`config.mk`:
```
export PLATFORM = sky130hd
export DESIGN_NAME = vote_alarm_ctrl
export DESIGN_NICKNAME = d
export VERILOG_FILES = /design/src/rtl/vote_alarm_ctrl.sv
export SDC_FILE = /design/constraint.sdc
export NUM_CORES = 1
export LEC_CHECK = 0
export ABC_AREA = 0
export CORE_ASPECT_RATIO = 0.9
export CORE_MARGIN = 10
export CORE_UTILIZATION = 54
export CTS_CLUSTER_DIAMETER = 40
export DETAILED_ROUTE_END_ITERATION = 10
export GPL_ROUTABILITY_DRIVEN = 0
export PLACE_DENSITY = 0.8
export SETUP_SLACK_MARGIN = 0.15
export SLEW_MARGIN = 20
export SYNTH_ARGS = -nofsm -noshare
export SYNTH_HDL_FRONTEND = slang
export SYNTH_SLANG_ARGS = --single-unit
```
`constraint.sdc`:
```
create_clock -name Clock -period 3.9 [get_ports Clock]
set_input_delay 0.585 -clock Clock [delete_from_list [all_inputs] [get_ports Clock]]
set_output_delay 0.585 -clock Clock [all_outputs]
set_load 0.005 [all_outputs]
```
`src/rtl/vote_alarm_ctrl.sv`:
```
// vote_alarm_ctrl
//   Qualifies the majority-vote result E over consecutive cycles, then raises
//   a latched alarm. The alarm stays on for at least HOLD_CYCLES cycles and is
//   then cleared by an operator acknowledge. Alarm events are counted
//   (saturating at 255) for display logic.
//
//   Ports:
//     Clock   in   system clock, rising edge
//     Reset   in   synchronous active-high reset, priority over everything
//     E       in   majority-vote result from the upstream vote block
//     Ack     in   operator acknowledge, level-sampled each edge
//     Alarm   out  registered alarm indicator
//     Pending out  high from alarm trigger until the event is fully cleared
//     State   out  FSM state (IDLE=00, QUAL=01, ALARM=10, WAIT_CLR=11)
//     Count   out  alarm events since reset, saturating at 255
//
//   Build option: define VOTE_ALARM_AUTOCLR_EN to let ALARM return to IDLE
//   without Ack once the hold time has elapsed and E is low.
module vote_alarm_ctrl #(
  parameter int QUAL_CYCLES = 4,
  parameter int HOLD_CYCLES = 8,
  parameter int CNT_W       = 4
) (
  input  logic       Clock,
  input  logic       Reset,
  input  logic       E,
  input  logic       Ack,
  output logic       Alarm,
  output logic       Pending,
  output logic [1:0] State,
  output logic [7:0] Count
);

  localparam logic [1:0] IDLE     = 2'b00;
  localparam logic [1:0] QUAL     = 2'b01;
  localparam logic [1:0] ALARM    = 2'b10;
  localparam logic [1:0] WAIT_CLR = 2'b11;

  localparam logic [CNT_W-1:0] QUAL_LAST = CNT_W'(QUAL_CYCLES - 1);
  localparam logic [CNT_W-1:0] HOLD_LAST = CNT_W'(HOLD_CYCLES - 1);

`ifdef VOTE_ALARM_AUTOCLR_EN
  localparam bit AUTOCLR = 1'b1;
`else
  localparam bit AUTOCLR = 1'b0;
`endif

  logic [1:0]       state_reg, state_next;
  logic [CNT_W-1:0] qual_cnt_reg, qual_cnt_next;
  logic [CNT_W-1:0] hold_cnt_reg, hold_cnt_next;
  logic             alarm_reg, alarm_next;
  logic             pending_reg, pending_next;
  logic [7:0]       count_reg, count_next;
  logic             enter_alarm;
  logic             hold_done;

  // hold_cnt saturates at HOLD_LAST, so this stays true for the rest of ALARM
  assign hold_done = (hold_cnt_reg == HOLD_LAST);

  always_comb begin
    state_next    = state_reg;
    qual_cnt_next = qual_cnt_reg;
    hold_cnt_next = hold_cnt_reg;
    alarm_next    = alarm_reg;
    pending_next  = pending_reg;
    count_next    = count_reg;
    enter_alarm   = 1'b0;

    case (state_reg)
      IDLE: begin
        if (E) begin
          if (QUAL_CYCLES == 1) begin
            enter_alarm = 1'b1;
          end else begin
            state_next    = QUAL;
            qual_cnt_next = CNT_W'(1);
          end
        end
      end
      QUAL: begin
        if (!E) begin
          state_next    = IDLE;
          qual_cnt_next = '0;
        end else if (qual_cnt_reg == QUAL_LAST) begin
          enter_alarm = 1'b1;
        end else begin
          qual_cnt_next = qual_cnt_reg + CNT_W'(1);
        end
      end
      ALARM: begin
        if (hold_done && Ack) begin
          // E still high means the fault persists: hold off re-arming
          // until E has been seen low.
          alarm_next   = 1'b0;
          pending_next = E;
          state_next   = E ? WAIT_CLR : IDLE;
        end else if (AUTOCLR && hold_done && !E) begin
          alarm_next   = 1'b0;
          pending_next = 1'b0;
          state_next   = IDLE;
        end else if (!hold_done) begin
          hold_cnt_next = hold_cnt_reg + CNT_W'(1);
        end
      end
      WAIT_CLR: begin
        if (!E) begin
          state_next   = IDLE;
          pending_next = 1'b0;
        end
      end
      default: state_next = IDLE;
    endcase

    if (enter_alarm) begin
      state_next    = ALARM;
      alarm_next    = 1'b1;
      pending_next  = 1'b1;
      hold_cnt_next = '0;
      qual_cnt_next = '0;
      if (count_reg != 8'hFF) begin
        count_next = count_reg + 8'd1;
      end
    end
  end

  always_ff @(posedge Clock) begin
    if (Reset) begin
      state_reg    <= IDLE;
      qual_cnt_reg <= '0;
      hold_cnt_reg <= '0;
      alarm_reg    <= 1'b0;
      pending_reg  <= 1'b0;
      count_reg    <= 8'd0;
    end else begin
      state_reg    <= state_next;
      qual_cnt_reg <= qual_cnt_next;
      hold_cnt_reg <= hold_cnt_next;
      alarm_reg    <= alarm_next;
      pending_reg  <= pending_next;
      count_reg    <= count_next;
    end
  end

  assign Alarm   = alarm_reg;
  assign Pending = pending_reg;
  assign State   = state_reg;
  assign Count   = count_reg;

endmodule

```
==> impl_metrics.xml, run 1 <==
<?xml version="1.0" encoding="UTF-8"?>
<metrics>
  <group name="run_status">
    <metric name="run_status" unit="">complete, no violations</metric>
  </group>
  <group name="detailed_routing">
    <metric name="first_iteration_detailed_routing_drc_count" unit="">23</metric>
    <metric name="drt-vias-per-instance" unit="">5.60</metric>
    <metric name="drc_errors_left" unit="">0</metric>
    <metric name="drtPass1Iterations" unit="">4</metric>
    <metric name="drt_wl_total" unit="µm">2120</metric>
    <metric name="route.vias.total" unit="">874</metric>
    <metric name="antenna_left" unit="">0</metric>
    <metric name="routedWlPerCell" unit="µm">13.6</metric>
  </group>
  <group name="setup_path">
    <metric name="cp.arrival" unit="ns">2.29</metric>
    <metric name="worstPathMaxFanout" unit="">9</metric>
    <metric name="critPathBufInv" unit="">1</metric>
    <metric name="critPathMaxStageDelay" unit="ns">0.62</metric>
    <metric name="required_time_of_the_worst_setup_path" unit="ns">4.14</metric>
    <metric name="path_cells" unit="">clkdlybuf4s50_1 -&gt; and3b_4 -&gt; o2111ai_2 -&gt; or4b_1 -&gt; a21oi_1</metric>
    <metric name="regToRegSetupSlack" unit="ns">2.02</metric>
    <metric name="capturing_element_type_of_the_critical_path" unit="">flop</metric>
    <metric name="crit_family" unit="">simple AND/OR/NAND/NOR gates</metric>
    <metric name="timing.rr.end" unit="">Count[6]$_SDFFE_PP0P_</metric>
    <metric name="worst-r2r-cell-count" unit="">5</metric>
    <metric name="crit_type" unit="">input port to flop</metric>
    <metric name="r2r-start" unit="">qual_cnt_reg[0]$_SDFFE_PP0P_</metric>
    <metric name="critPathSlowestCell" unit="">sky130_fd_sc_hd__clkdlybuf4s50_1</metric>
    <metric name="setup.worst_path.start_class" unit="">input port</metric>
  </group>
  <group name="yosys">
    <metric name="post_synth_num_cell_types" unit="">36</metric>
    <metric name="synth_sequential_area_ratio" unit="%">39.1</metric>
    <metric name="synth_largest_area_cell" unit="">sky130_fd_sc_hd__dfxtp_1</metric>
    <metric name="synth_top_area_share" unit="%">39.1</metric>
    <metric name="syn-instance-count" unit="">116</metric>
    <metric name="syn-cell-area" unit="µm²">1020</metric>
    <metric name="synth-seq-cells" unit="">20</metric>
    <metric name="post_synth_main_area_contributors" unit="">sky130_fd_sc_hd__dfxtp_1, sky130_fd_sc_hd__a21oi_1, sky130_fd_sc_hd__mux2i_1, sky130_fd_sc_hd__ha_1, sky130_fd_sc_hd__nand2_1</metric>
    <metric name="synth_nets" unit="">123</metric>
    <metric name="syn_area_cell" unit="µm²">8.82</metric>
    <metric name="yosysWarnings" unit="">0</metric>
  </group>
  <group name="global_routing">
    <metric name="maximum_number_of_pins_on_one_net_before_global_route_repair" unit="">17</metric>
    <metric name="initial_antenna_violation_count" unit="">0</metric>
    <metric name="global_route_wire_length_before_repair" unit="µm">3610</metric>
    <metric name="grt_usage" unit="%">11.2</metric>
    <metric name="gr-total-overflow" unit="">0</metric>
    <metric name="grt_pass1_vias" unit="">810</metric>
  </group>
  <group name="sta">
    <metric name="clock_skew" unit="ns">0.00608</metric>
    <metric name="fmax" unit="GHz">0.486</metric>
    <metric name="slew_viol_final" unit="">0</metric>
    <metric name="worst_hold_slack" unit="ns">0.496</metric>
    <metric name="layout_worst_path_cycle_share" unit="%">52.8</metric>
    <metric name="timing.slew.headroom" unit="%">64.7</metric>
    <metric name="fin_crit" unit="ns">2.06</metric>
    <metric name="max_slew.worst_pin.slew" unit="ns">0.529</metric>
    <metric name="setup_failing_eps_final" unit="">0</metric>
    <metric name="grt_setup_unrepaired" unit="">false</metric>
    <metric name="final.setup.tns" unit="ns">0</metric>
    <metric name="setup_ws" unit="ns">1.84</metric>
    <metric name="hold_viol_final" unit="">0</metric>
  </group>
  <group name="place">
    <metric name="placement.cell_area" unit="µm²">1190</metric>
    <metric name="post-dp-hpwl" unit="µm">1620</metric>
    <metric name="pre_cts_ws" unit="ns">1.53</metric>
    <metric name="port_buffers" unit="">15</metric>
  </group>
  <group name="floorplan">
    <metric name="core-area" unit="µm²">1730</metric>
    <metric name="top_level_ports" unit="">16</metric>
    <metric name="initial_utilization" unit="%">59.0</metric>
    <metric name="dieWidth" unit="µm">65.9</metric>
    <metric name="floorplan.die_area" unit="µm²">4040</metric>
    <metric name="chipHeight" unit="µm">61.3</metric>
    <metric name="std_cell_rows" unit="">14</metric>
  </group>
  <group name="power">
    <metric name="peakVddDrop" unit="µV">275</metric>
    <metric name="power.leakage" unit="nW">0.421</metric>
    <metric name="power_density_normalized_to_cell_area" unit="nW/µm²">264</metric>
  </group>
  <group name="clock_tree">
    <metric name="cts_buffers" unit="">3</metric>
    <metric name="cts.root.buffer_cell" unit="">sky130_fd_sc_hd__clkbuf_4</metric>
    <metric name="cts_tree" unit="">yes</metric>
    <metric name="insertion_delay" unit="ns">0.30</metric>
    <metric name="clkTransAtPathRegs" unit="ns">0.10</metric>
    <metric name="clkSinkCount" unit="">20</metric>
    <metric name="post_cts_resize_count" unit="">0</metric>
    <metric name="cts-root-to-sink-buffers" unit="">2</metric>
    <metric name="htree_num_levels" unit="">1</metric>
    <metric name="post_cts_buffers" unit="">0</metric>
    <metric name="ctsHoldBuffers" unit="">0</metric>
  </group>
  <group name="cells_and_area">
    <metric name="largest_reg_flops" unit="">8</metric>
    <metric name="fillers" unit="">144</metric>
    <metric name="layout.area.seq" unit="µm²">400</metric>
    <metric name="post_route_cells_drive_above_1_share" unit="%">8.33</metric>
    <metric name="antenna-diode-count" unit="">0</metric>
    <metric name="share_of_the_core_filled_with_cells_in_the_final_layout" unit="%">70.2</metric>
    <metric name="num-nets-final" unit="">141</metric>
    <metric name="layout-area-overhead-vs-synth" unit="%">18.9</metric>
    <metric name="multiInputGateArea" unit="µm²">603</metric>
    <metric name="post-route-cell-area" unit="µm²">1220</metric>
  </group>
  <group name="job">
    <metric name="drv_cap" unit="">0</metric>
  </group>
  <group name="worst_hold_path">
    <metric name="number_of_cells_traversed_by_the_worst_hold_path" unit="">1</metric>
    <metric name="worstHoldPathType" unit="">flop to flop</metric>
    <metric name="hold_path_startpoint" unit="">Count[7]$_SDFFE_PP0P_</metric>
    <metric name="worst_hold_path.endpoint" unit="">Count[7]$_SDFFE_PP0P_</metric>
  </group>
</metrics>
how the worst max path moves through the flow:
stage                     cells past startpoint  from  slack, ns                    end
after floorplan                               5     E       2.14  Count[6]$_SDFFE_PP0P_
after global placement                        5     E       1.59  Count[6]$_SDFFE_PP0P_
after detailed placement                      5     E       1.53  Count[6]$_SDFFE_PP0P_
after CTS                                     5     E       1.85  Count[6]$_SDFFE_PP0P_
after global routing                          5     E       1.79  Count[0]$_SDFFE_PP0P_
final                                         5     E       1.84  Count[6]$_SDFFE_PP0P_
synthesized netlist by cell type, drive strengths merged:
cell type	number
buf	1
nand2	10
nor3	2
and3	3
xor2	2
o21ai	6
ha	3
o21a	1
mux2i	5
inv	3
a211oi	2
o2bb2ai	1
nand3	4
nand2b	3
nand4b	1
and2b	3
or3	5
o2111ai	1
o211ai	1
dfxtp	20
a21oi	12
or2b	1
mux2	2
a2bb2oi	2
and4	1
nor2	10
o31ai	2
and3b	1
nand4	2
nor2b	2
or4b	1
clkbuf	1
nor3b	2
layer usage:
layer	global-route usage, %	share of wire, %
met1	13.4	47
met2	18.0	45
met3	5.63	7.3
met4	1.83	0.66
met5	0	0
logic make-up (layout without fill, tap and decap cells):
| group | count (synthesis) | in the layout | share of synthesized area [%] |
|---|---|---|---|
| buffers and inverters | 5 | 21 | 1.96 |
| adders and majority gates | 3 | 3 | 3.67 |
| DFF | 20 | 20 | 39.1 |
| AOI/OAI and AO/OA | 28 | 28 | 17.2 |
| and+or+nand+nor | 51 | 51 | 29.2 |
| xor gates and xnor gates | 2 | 2 | 1.71 |
| muxes | 7 | 7 | 7.09 |
layout by cell type (no fill, tap or decap):
cell                               n
sky130_fd_sc_hd__o2bb2ai_1         1
sky130_fd_sc_hd__nand2_1          10
sky130_fd_sc_hd__clkdlybuf4s50_1  15
sky130_fd_sc_hd__mux2i_1           5
sky130_fd_sc_hd__and3_2            1
sky130_fd_sc_hd__nor3b_4           1
sky130_fd_sc_hd__and3_1            2
sky130_fd_sc_hd__nor2b_1           2
sky130_fd_sc_hd__o2111ai_2         1
sky130_fd_sc_hd__and3b_4           1
sky130_fd_sc_hd__or3_1             5
sky130_fd_sc_hd__nor3_1            2
sky130_fd_sc_hd__or2b_1            1
sky130_fd_sc_hd__o21ai_0           6
sky130_fd_sc_hd__mux2_2            2
sky130_fd_sc_hd__or4b_1            1
sky130_fd_sc_hd__o21a_1            1
sky130_fd_sc_hd__dfxtp_1          20
sky130_fd_sc_hd__nand4b_1          1
sky130_fd_sc_hd__ha_1              3
sky130_fd_sc_hd__nand4_1           2
sky130_fd_sc_hd__nand3_1           4
sky130_fd_sc_hd__clkbuf_4          3
sky130_fd_sc_hd__xor2_1            2
sky130_fd_sc_hd__and2b_1           1
sky130_fd_sc_hd__and2b_2           2
sky130_fd_sc_hd__nor3b_1           1
sky130_fd_sc_hd__o211ai_1          1
sky130_fd_sc_hd__and4_1            1
sky130_fd_sc_hd__a2bb2oi_1         2
sky130_fd_sc_hd__nand2b_1          3
sky130_fd_sc_hd__inv_1             3
sky130_fd_sc_hd__a211oi_1          2
sky130_fd_sc_hd__a21oi_1          12
sky130_fd_sc_hd__nor2_1           10
sky130_fd_sc_hd__o31ai_1           2
power breakdown:
| part | internal, mW | switching (mW) | leakage (nW) | total [mW] |
|---|---|---|---|---|
| combinational | 0.00949 | 0.00882 | 0.245 | 0.0183 |
| clock | 0.0361 | 0.0592 | 0.0138 | 0.0953 |
| sequential | 0.206 | 0.00267 | 0.162 | 0.208 |
| total | 0.251 | 0.0707 | 0.421 | 0.322 |
stage by stage:
stage | instances | total power [mW]
after floorplan | 116 | 0.224
after global placement | 153 | 0.231
after detailed placement | 153 | 0.231
after CTS | 156 | 0.326
after global routing | 156 | 0.336
final | 156 | 0.322
area by class of cell:
| class | instances | share of cell area [%] |
|---|---|---|
| Multi-Input combinational cell | 91 | 49.5 |
| Sequential cell | 20 | 32.9 |
| Timing Repair Buffer | 15 | 12.3 |
| Tap cell | 24 | 2.47 |
| Clock buffer | 3 | 1.85 |
| Inverter | 3 | 0.925 |
Note: power is estimated with default switching activity, not from simulation.
==> run 2: changes to the inputs <==
--- a/config.mk
+++ b/config.mk
@@ -8,11 +8,11 @@
 export ABC_AREA = 0
 export CORE_ASPECT_RATIO = 0.9
 export CORE_MARGIN = 10
-export CORE_UTILIZATION = 54
+export CORE_UTILIZATION = 46
 export CTS_CLUSTER_DIAMETER = 40
 export DETAILED_ROUTE_END_ITERATION = 10
 export GPL_ROUTABILITY_DRIVEN = 0
-export PLACE_DENSITY = 0.8
+export PLACE_DENSITY = 0.73
 export SETUP_SLACK_MARGIN = 0.15
 export SLEW_MARGIN = 20
 export SYNTH_ARGS = -nofsm -noshare
==> constraint.sdc (replaced) <==
create_clock -name Clock -period 1.8 [get_ports Clock]
set_input_delay 0.27 -clock Clock [delete_from_list [all_inputs] [get_ports Clock]]
set_output_delay 0.27 -clock Clock [all_outputs]
set_load 0.005 [all_outputs]
==> impl_metrics.xml, run 2 (synthesis gave the netlist of run 1 again) <==
<?xml version="1.0" encoding="UTF-8"?>
<metrics>
  <group name="run_status">
    <metric name="run_status" unit="">complete, no violations</metric>
  </group>
  <group name="global_routing">
    <metric name="global_route_wire_length_before_repair" unit="µm">3980</metric>
    <metric name="gr-total-overflow" unit="">0</metric>
    <metric name="maximum_number_of_pins_on_one_net_before_global_route_repair" unit="">11</metric>
    <metric name="grt_pass1_vias" unit="">884</metric>
    <metric name="grt_usage" unit="%">10.2</metric>
    <metric name="initial_antenna_violation_count" unit="">0</metric>
  </group>
  <group name="sta">
    <metric name="timing.slew.headroom" unit="%">73.9</metric>
    <metric name="setup_ws" unit="ns">0.137</metric>
    <metric name="final.setup.tns" unit="ns">0</metric>
    <metric name="hold_viol_final" unit="">0</metric>
    <metric name="layout_worst_path_cycle_share" unit="%">92.4</metric>
    <metric name="slew_viol_final" unit="">0</metric>
    <metric name="fmax" unit="GHz">0.601</metric>
    <metric name="worst_hold_slack" unit="ns">0.495</metric>
    <metric name="max_slew.worst_pin.slew" unit="ns">0.387</metric>
    <metric name="grt_setup_unrepaired" unit="">true</metric>
    <metric name="setup_failing_eps_final" unit="">0</metric>
    <metric name="clock_skew" unit="ns">0.00647</metric>
    <metric name="fin_crit" unit="ns">1.66</metric>
  </group>
  <group name="floorplan">
    <metric name="dieWidth" unit="µm">69.7</metric>
    <metric name="top_level_ports" unit="">16</metric>
    <metric name="core-area" unit="µm²">2140</metric>
    <metric name="initial_utilization" unit="%">47.8</metric>
    <metric name="std_cell_rows" unit="">16</metric>
    <metric name="chipHeight" unit="µm">64.8</metric>
    <metric name="floorplan.die_area" unit="µm²">4510</metric>
  </group>
  <group name="power">
    <metric name="power.leakage" unit="nW">0.506</metric>
    <metric name="power_density_normalized_to_cell_area" unit="nW/µm²">520</metric>
    <metric name="p_total" unit="mW">0.723</metric>
    <metric name="peakVddDrop" unit="µV">467</metric>
  </group>
  <group name="detailed_routing">
    <metric name="antenna_left" unit="">0</metric>
    <metric name="route.vias.total" unit="">926</metric>
    <metric name="drtPass1Iterations" unit="">4</metric>
    <metric name="first_iteration_detailed_routing_drc_count" unit="">51</metric>
    <metric name="drt-vias-per-instance" unit="">5.42</metric>
    <metric name="drt_wl_total" unit="µm">2380</metric>
    <metric name="routedWlPerCell" unit="µm">13.9</metric>
    <metric name="drc_errors_left" unit="">0</metric>
  </group>
  <group name="clock_tree">
    <metric name="cts.root.buffer_cell" unit="">sky130_fd_sc_hd__clkbuf_4</metric>
    <metric name="clkTransAtPathRegs" unit="ns">0.11</metric>
    <metric name="cts_tree" unit="">yes</metric>
    <metric name="htree_num_levels" unit="">1</metric>
    <metric name="ctsHoldBuffers" unit="">0</metric>
    <metric name="clkSinkCount" unit="">20</metric>
    <metric name="cts-root-to-sink-buffers" unit="">2</metric>
    <metric name="insertion_delay" unit="ns">0.31</metric>
    <metric name="cts_buffers" unit="">3</metric>
  </group>
  <group name="setup_path">
    <metric name="crit_type" unit="">flop to flop</metric>
    <metric name="cp.arrival" unit="ns">1.92</metric>
    <metric name="path_cells" unit="">ha_4 -&gt; nor3b_4 -&gt; o2111ai_4 -&gt; or4b_4 -&gt; a21oi_2</metric>
    <metric name="critPathBufInv" unit="">0</metric>
    <metric name="required_time_of_the_worst_setup_path" unit="ns">2.06</metric>
    <metric name="setup.worst_path.start_class" unit="">flop</metric>
    <metric name="capturing_element_type_of_the_critical_path" unit="">flop</metric>
    <metric name="critPathSlowestCell" unit="">sky130_fd_sc_hd__or4b_4</metric>
    <metric name="crit_family" unit="">simple AND/OR/NAND/NOR gates</metric>
    <metric name="critPathMaxStageDelay" unit="ns">0.51</metric>
    <metric name="worstPathMaxFanout" unit="">4</metric>
  </group>
  <group name="cells_and_area">
    <metric name="layout-area-overhead-vs-synth" unit="%">35.9</metric>
    <metric name="share_of_the_core_filled_with_cells_in_the_final_layout" unit="%">65.0</metric>
    <metric name="layout.area.seq" unit="µm²">407</metric>
    <metric name="multiInputGateArea" unit="µm²">671</metric>
    <metric name="fillers" unit="">171</metric>
    <metric name="post_route_cells_drive_above_1_share" unit="%">26.4</metric>
    <metric name="largest_reg_flops" unit="">8</metric>
    <metric name="final_cell_mix" unit="">sky130_fd_sc_hd__dfxtp_1, sky130_fd_sc_hd__clkdlybuf4s50_1, sky130_fd_sc_hd__buf_4</metric>
    <metric name="layout.cells.most_common" unit="">sky130_fd_sc_hd__dfxtp_1</metric>
    <metric name="num-nets-final" unit="">153</metric>
    <metric name="antenna-diode-count" unit="">0</metric>
  </group>
  <group name="worst_hold_path">
    <metric name="worstHoldPathType" unit="">flop to flop</metric>
  </group>
  <group name="place">
    <metric name="pre_cts_ws" unit="ns">-0.103</metric>
    <metric name="port_buffers" unit="">15</metric>
    <metric name="post-dp-hpwl" unit="µm">1680</metric>
  </group>
  <group name="job">
    <metric name="drv_cap" unit="">0</metric>
  </group>
</metrics>
==> run 2: cell types whose count changed in the layout (fill, tap and decap cells not counted), sizes merged <==
cell,delta
clkdlybuf4s50,-1
dlymetal6s2s,+1
buf,+12
==> run 2: path summary, 6_finish.rpt <==
kind                                startpoint  depth (start not counted)                     to  slack, ns
setup / recovery  qual_cnt_reg[1]$_SDFFE_PP0P_                          5  Count[6]$_SDFFE_PP0P_       0.14
hold reg to reg             Alarm$_SDFFE_PP0P_                          2     Alarm$_SDFFE_PP0P_       0.49
setup reg to reg  qual_cnt_reg[1]$_SDFFE_PP0P_                          5  Count[6]$_SDFFE_PP0P_       0.14
hold / removal              Alarm$_SDFFE_PP0P_                          2     Alarm$_SDFFE_PP0P_       0.49
==> run 2: worst register-to-register path: stages, from the launching register on <==
cell                        delay (ns)
sky130_fd_sc_hd__dfxtp_2          0.38
sky130_fd_sc_hd__ha_4             0.14
sky130_fd_sc_hd__nor3b_4          0.27
sky130_fd_sc_hd__o2111ai_4        0.18
sky130_fd_sc_hd__or4b_4           0.51
sky130_fd_sc_hd__a21oi_2          0.14
==> run 2: through the flow <==
step / instances / area, µm²
global placement: 164 / 1260
CTS: 169 / 1300
floorplan: 116 / 1020
detailed placement: 164 / 1260
finish: 171 / 1390
global route: 171 / 1390
==> run 2: cell type report <==
| cell class | instances | area share [%] |
|---|---|---|
| Clock buffer | 3 | 1.62 |
| Multi-Input combinational cell | 91 | 48.2 |
| Tap cell | 27 | 2.43 |
| Sequential cell | 20 | 29.2 |
| Timing Repair Buffer | 27 | 17.7 |
| Inverter | 3 | 0.809 |
==> run 2: power breakdown <==
| part | total [mW] | internal (mW) | switching, mW |
|---|---|---|---|
| Combinational | 0.0558 | 0.0297 | 0.0261 |
| Clock | 0.218 | 0.0782 | 0.140 |
| Sequential | 0.449 | 0.446 | 0.00315 |
==> run 2: routing by layer <==
layer / global-route usage (%) / share of wire, %
met1: 12.2 / 47
met2: 16.7 / 47
met3: 4.72 / 5.9
met4: 1.48 / 0
met5: 0 / 0
==> run 2: repair_timing <==
action / 4_1_cts / 5_1_grt
buffers inserted: 2 / 2
gates resized for setup: 2 / 19
setup endpoints to repair: 3 / 16
pin swaps: 1 / 2
==> run 3: changes to the inputs <==
--- a/config.mk
+++ b/config.mk
@@ -8,11 +8,11 @@
 export ABC_AREA = 0
 export CORE_ASPECT_RATIO = 0.9
 export CORE_MARGIN = 10
-export CORE_UTILIZATION = 46
+export CORE_UTILIZATION = 51
 export CTS_CLUSTER_DIAMETER = 40
 export DETAILED_ROUTE_END_ITERATION = 10
 export GPL_ROUTABILITY_DRIVEN = 0
-export PLACE_DENSITY = 0.73
+export PLACE_DENSITY = 0.76
 export SETUP_SLACK_MARGIN = 0.15
 export SLEW_MARGIN = 20
 export SYNTH_ARGS = -nofsm -noshare
==> constraint.sdc (replaced) <==
create_clock -name Clock -period 1.7 [get_ports Clock]
set_input_delay 0.255 -clock Clock [delete_from_list [all_inputs] [get_ports Clock]]
set_output_delay 0.255 -clock Clock [all_outputs]
set_load 0.005 [all_outputs]
==> impl_metrics.xml, run 3 (synthesis gave the netlist of run 1 again) <==
<?xml version="1.0" encoding="UTF-8"?>
<metrics>
  <group name="run_status">
    <metric name="run_status" unit="">finished, violations left</metric>
    <metric name="violated_checks" unit="">setup timing</metric>
  </group>
  <group name="clock_tree">
    <metric name="cts.root.buffer_cell" unit="">sky130_fd_sc_hd__clkbuf_4</metric>
    <metric name="clkSinkCount" unit="">20</metric>
    <metric name="insertion_delay" unit="ns">0.30</metric>
    <metric name="clkTransAtPathRegs" unit="ns">0.11</metric>
    <metric name="cts-root-to-sink-buffers" unit="">2</metric>
    <metric name="cts_buffers" unit="">3</metric>
    <metric name="cts_tree" unit="">yes</metric>
    <metric name="htree_num_levels" unit="">1</metric>
    <metric name="ctsHoldBuffers" unit="">0</metric>
  </group>
  <group name="floorplan">
    <metric name="core-area" unit="µm²">1910</metric>
    <metric name="chipHeight" unit="µm">62.5</metric>
    <metric name="top_level_ports" unit="">16</metric>
    <metric name="floorplan.die_area" unit="µm²">4200</metric>
    <metric name="dieWidth" unit="µm">67.2</metric>
    <metric name="initial_utilization" unit="%">53.5</metric>
    <metric name="std_cell_rows" unit="">15</metric>
  </group>
  <group name="sta">
    <metric name="timing.slew.headroom" unit="%">69.6</metric>
    <metric name="max_slew.worst_pin.slew" unit="ns">0.452</metric>
    <metric name="layout_worst_path_cycle_share" unit="%">101</metric>
    <metric name="setup_failing_eps_final" unit="">1</metric>
    <metric name="setup_ws" unit="ns">-0.0217</metric>
    <metric name="slew_viol_final" unit="">0</metric>
    <metric name="clock_skew" unit="ns">0.00941</metric>
    <metric name="final.setup.tns" unit="ns">-0.0217</metric>
    <metric name="fin_crit" unit="ns">1.72</metric>
    <metric name="fmax" unit="GHz">0.581</metric>
    <metric name="worst_hold_slack" unit="ns">0.483</metric>
    <metric name="hold_viol_final" unit="">0</metric>
    <metric name="grt_setup_unrepaired" unit="">true</metric>
  </group>
  <group name="setup_path">
    <metric name="timing.critical_path.to" unit="">Count[6]$_SDFFE_PP0P_</metric>
    <metric name="capturing_element_type_of_the_critical_path" unit="">flop</metric>
    <metric name="path_cells" unit="">ha_4 -&gt; nor3b_4 -&gt; o2111ai_2 -&gt; or4b_4 -&gt; a21oi_2</metric>
    <metric name="setup.worst_path.start_class" unit="">flop</metric>
    <metric name="worst-r2r-cell-count" unit="">5</metric>
    <metric name="r2r-start" unit="">qual_cnt_reg[0]$_SDFFE_PP0P_</metric>
    <metric name="timing.rr.end" unit="">Count[6]$_SDFFE_PP0P_</metric>
    <metric name="regToRegSetupSlack" unit="ns">-0.02</metric>
    <metric name="cp.arrival" unit="ns">1.97</metric>
    <metric name="required_time_of_the_worst_setup_path" unit="ns">1.95</metric>
    <metric name="critPathMaxStageDelay" unit="ns">0.55</metric>
    <metric name="crit_type" unit="">flop to flop</metric>
    <metric name="critPathSlowestCell" unit="">sky130_fd_sc_hd__or4b_4</metric>
    <metric name="worstPathMaxFanout" unit="">4</metric>
    <metric name="worst_setup_path_start" unit="">qual_cnt_reg[0]$_SDFFE_PP0P_</metric>
  </group>
  <group name="job">
    <metric name="drv_cap" unit="">0</metric>
  </group>
  <group name="detailed_routing">
    <metric name="drtPass1Iterations" unit="">4</metric>
    <metric name="first_iteration_detailed_routing_drc_count" unit="">54</metric>
    <metric name="routedWlPerCell" unit="µm">15.3</metric>
    <metric name="antenna_left" unit="">0</metric>
    <metric name="route.vias.total" unit="">984</metric>
    <metric name="drc_errors_left" unit="">0</metric>
    <metric name="drt-vias-per-instance" unit="">5.69</metric>
    <metric name="drt_wl_total" unit="µm">2640</metric>
  </group>
  <group name="power">
    <metric name="p_total" unit="mW">0.767</metric>
    <metric name="peakVddDrop" unit="µV">615</metric>
    <metric name="power.leakage" unit="nW">0.536</metric>
    <metric name="power_density_normalized_to_cell_area" unit="nW/µm²">542</metric>
  </group>
  <group name="global_routing">
    <metric name="initial_antenna_violation_count" unit="">0</metric>
    <metric name="maximum_number_of_pins_on_one_net_before_global_route_repair" unit="">11</metric>
    <metric name="gr-total-overflow" unit="">0</metric>
    <metric name="grt_usage" unit="%">12.6</metric>
    <metric name="grt_pass1_vias" unit="">977</metric>
    <metric name="global_route_wire_length_before_repair" unit="µm">4300</metric>
  </group>
  <group name="cells_and_area">
    <metric name="layout.cells.most_common" unit="">sky130_fd_sc_hd__buf_4</metric>
    <metric name="fillers" unit="">168</metric>
    <metric name="num-nets-final" unit="">157</metric>
    <metric name="antenna-diode-count" unit="">0</metric>
    <metric name="largest_reg_flops" unit="">8</metric>
    <metric name="post_route_cells_drive_above_1_share" unit="%">31.1</metric>
    <metric name="layout-area-overhead-vs-synth" unit="%">38.3</metric>
    <metric name="final_cell_mix" unit="">sky130_fd_sc_hd__buf_4, sky130_fd_sc_hd__clkdlybuf4s50_1, sky130_fd_sc_hd__dfxtp_1</metric>
    <metric name="share_of_the_core_filled_with_cells_in_the_final_layout" unit="%">73.9</metric>
  </group>
  <group name="place">
    <metric name="port_buffers" unit="">15</metric>
    <metric name="post-dp-hpwl" unit="µm">1820</metric>
  </group>
  <group name="worst_hold_path">
    <metric name="worstHoldPathType" unit="">flop to flop</metric>
  </group>
</metrics>
[run 3: cell count changes in the layout (fill, tap and decap cells not counted), moves of 2 or more]
| cell | change |
|---|---|
| sky130_fd_sc_hd__buf_4 | +5 |
| sky130_fd_sc_hd__dfxtp_1 | -3 |
| sky130_fd_sc_hd__dfxtp_2 | +2 |
| sky130_fd_sc_hd__dlygate4sd2_1 | +2 |
| sky130_fd_sc_hd__o21ai_0 | -2 |
| sky130_fd_sc_hd__o21ai_1 | +2 |
[run 3: area by class of cell]
cell class	instances	area, µm²	area share, %
Clock buffer	3	22.5	1.59
Tap cell	25	31.3	2.21
Multi-Input combinational cell	91	669	47.3
Inverter	3	11.3	0.796
Timing Repair Buffer	31	268	18.9
Sequential cell	20	413	29.2
[run 3: worst min-delay path by stage]
stage,slack [ns],to,depth (start not counted),start
after floorplan,0.32,qual_cnt_reg[0]$_SDFFE_PP0P_,1,Reset
after global placement,0.46,Alarm$_SDFFE_PP0P_,2,Alarm$_SDFFE_PP0P_
after detailed placement,0.47,Alarm$_SDFFE_PP0P_,2,Alarm$_SDFFE_PP0P_
after CTS,0.49,Alarm$_SDFFE_PP0P_,2,Alarm$_SDFFE_PP0P_
after global routing,0.52,Alarm$_SDFFE_PP0P_,2,Alarm$_SDFFE_PP0P_
final,0.48,Alarm$_SDFFE_PP0P_,2,Alarm$_SDFFE_PP0P_
[run 3: critical path: cells and delay by family (launching register included)]
kind	cells	cell delay, ns
and+or+nand+nor	2	0.84
AOI/OAI and AO/OA	2	0.32
adders and majority gates	1	0.13
DFF	1	0.38
[run 3: power by group]
group          switching, mW  total, mW  internal [mW]
registers            0.00356      0.475          0.471
clock network          0.143      0.226         0.0828
logic                 0.0315     0.0664         0.0348
[run 3: repair_timing]
item                                    4_1_cts  5_1_grt
gates cloned                                  0        0
pin swaps                                     4        6
endpoints found under the setup margin       11       19
setup buffers                                 5        2
gates resized for setup                      10       14
[run 3: metrics by stage]
step / std cells / worst slack (ns) / instance area (µm²)
2_1_floorplan: 116 / 0.133 / 1040
3_3_place_gp: 163 / -0.128 / 1280
3_5_place_dp: 163 / -0.191 / 1280
4_1_cts: 171 / 0.0714 / 1350
5_1_grt: 173 / -0.0491 / 1420
6_report: 173 / -0.0217 / 1420
[run 3: routing by layer]
metal | routed length [µm] | global-route usage [%] | vias up
li1 | - | - | 491
met1 | 1100 | 13.6 | 475
met2 | 1410 | 21.2 | 14
met3 | 102 | 4.66 | 4
met4 | 25 | 5.38 | 0
met5 | 0 | 0 | -
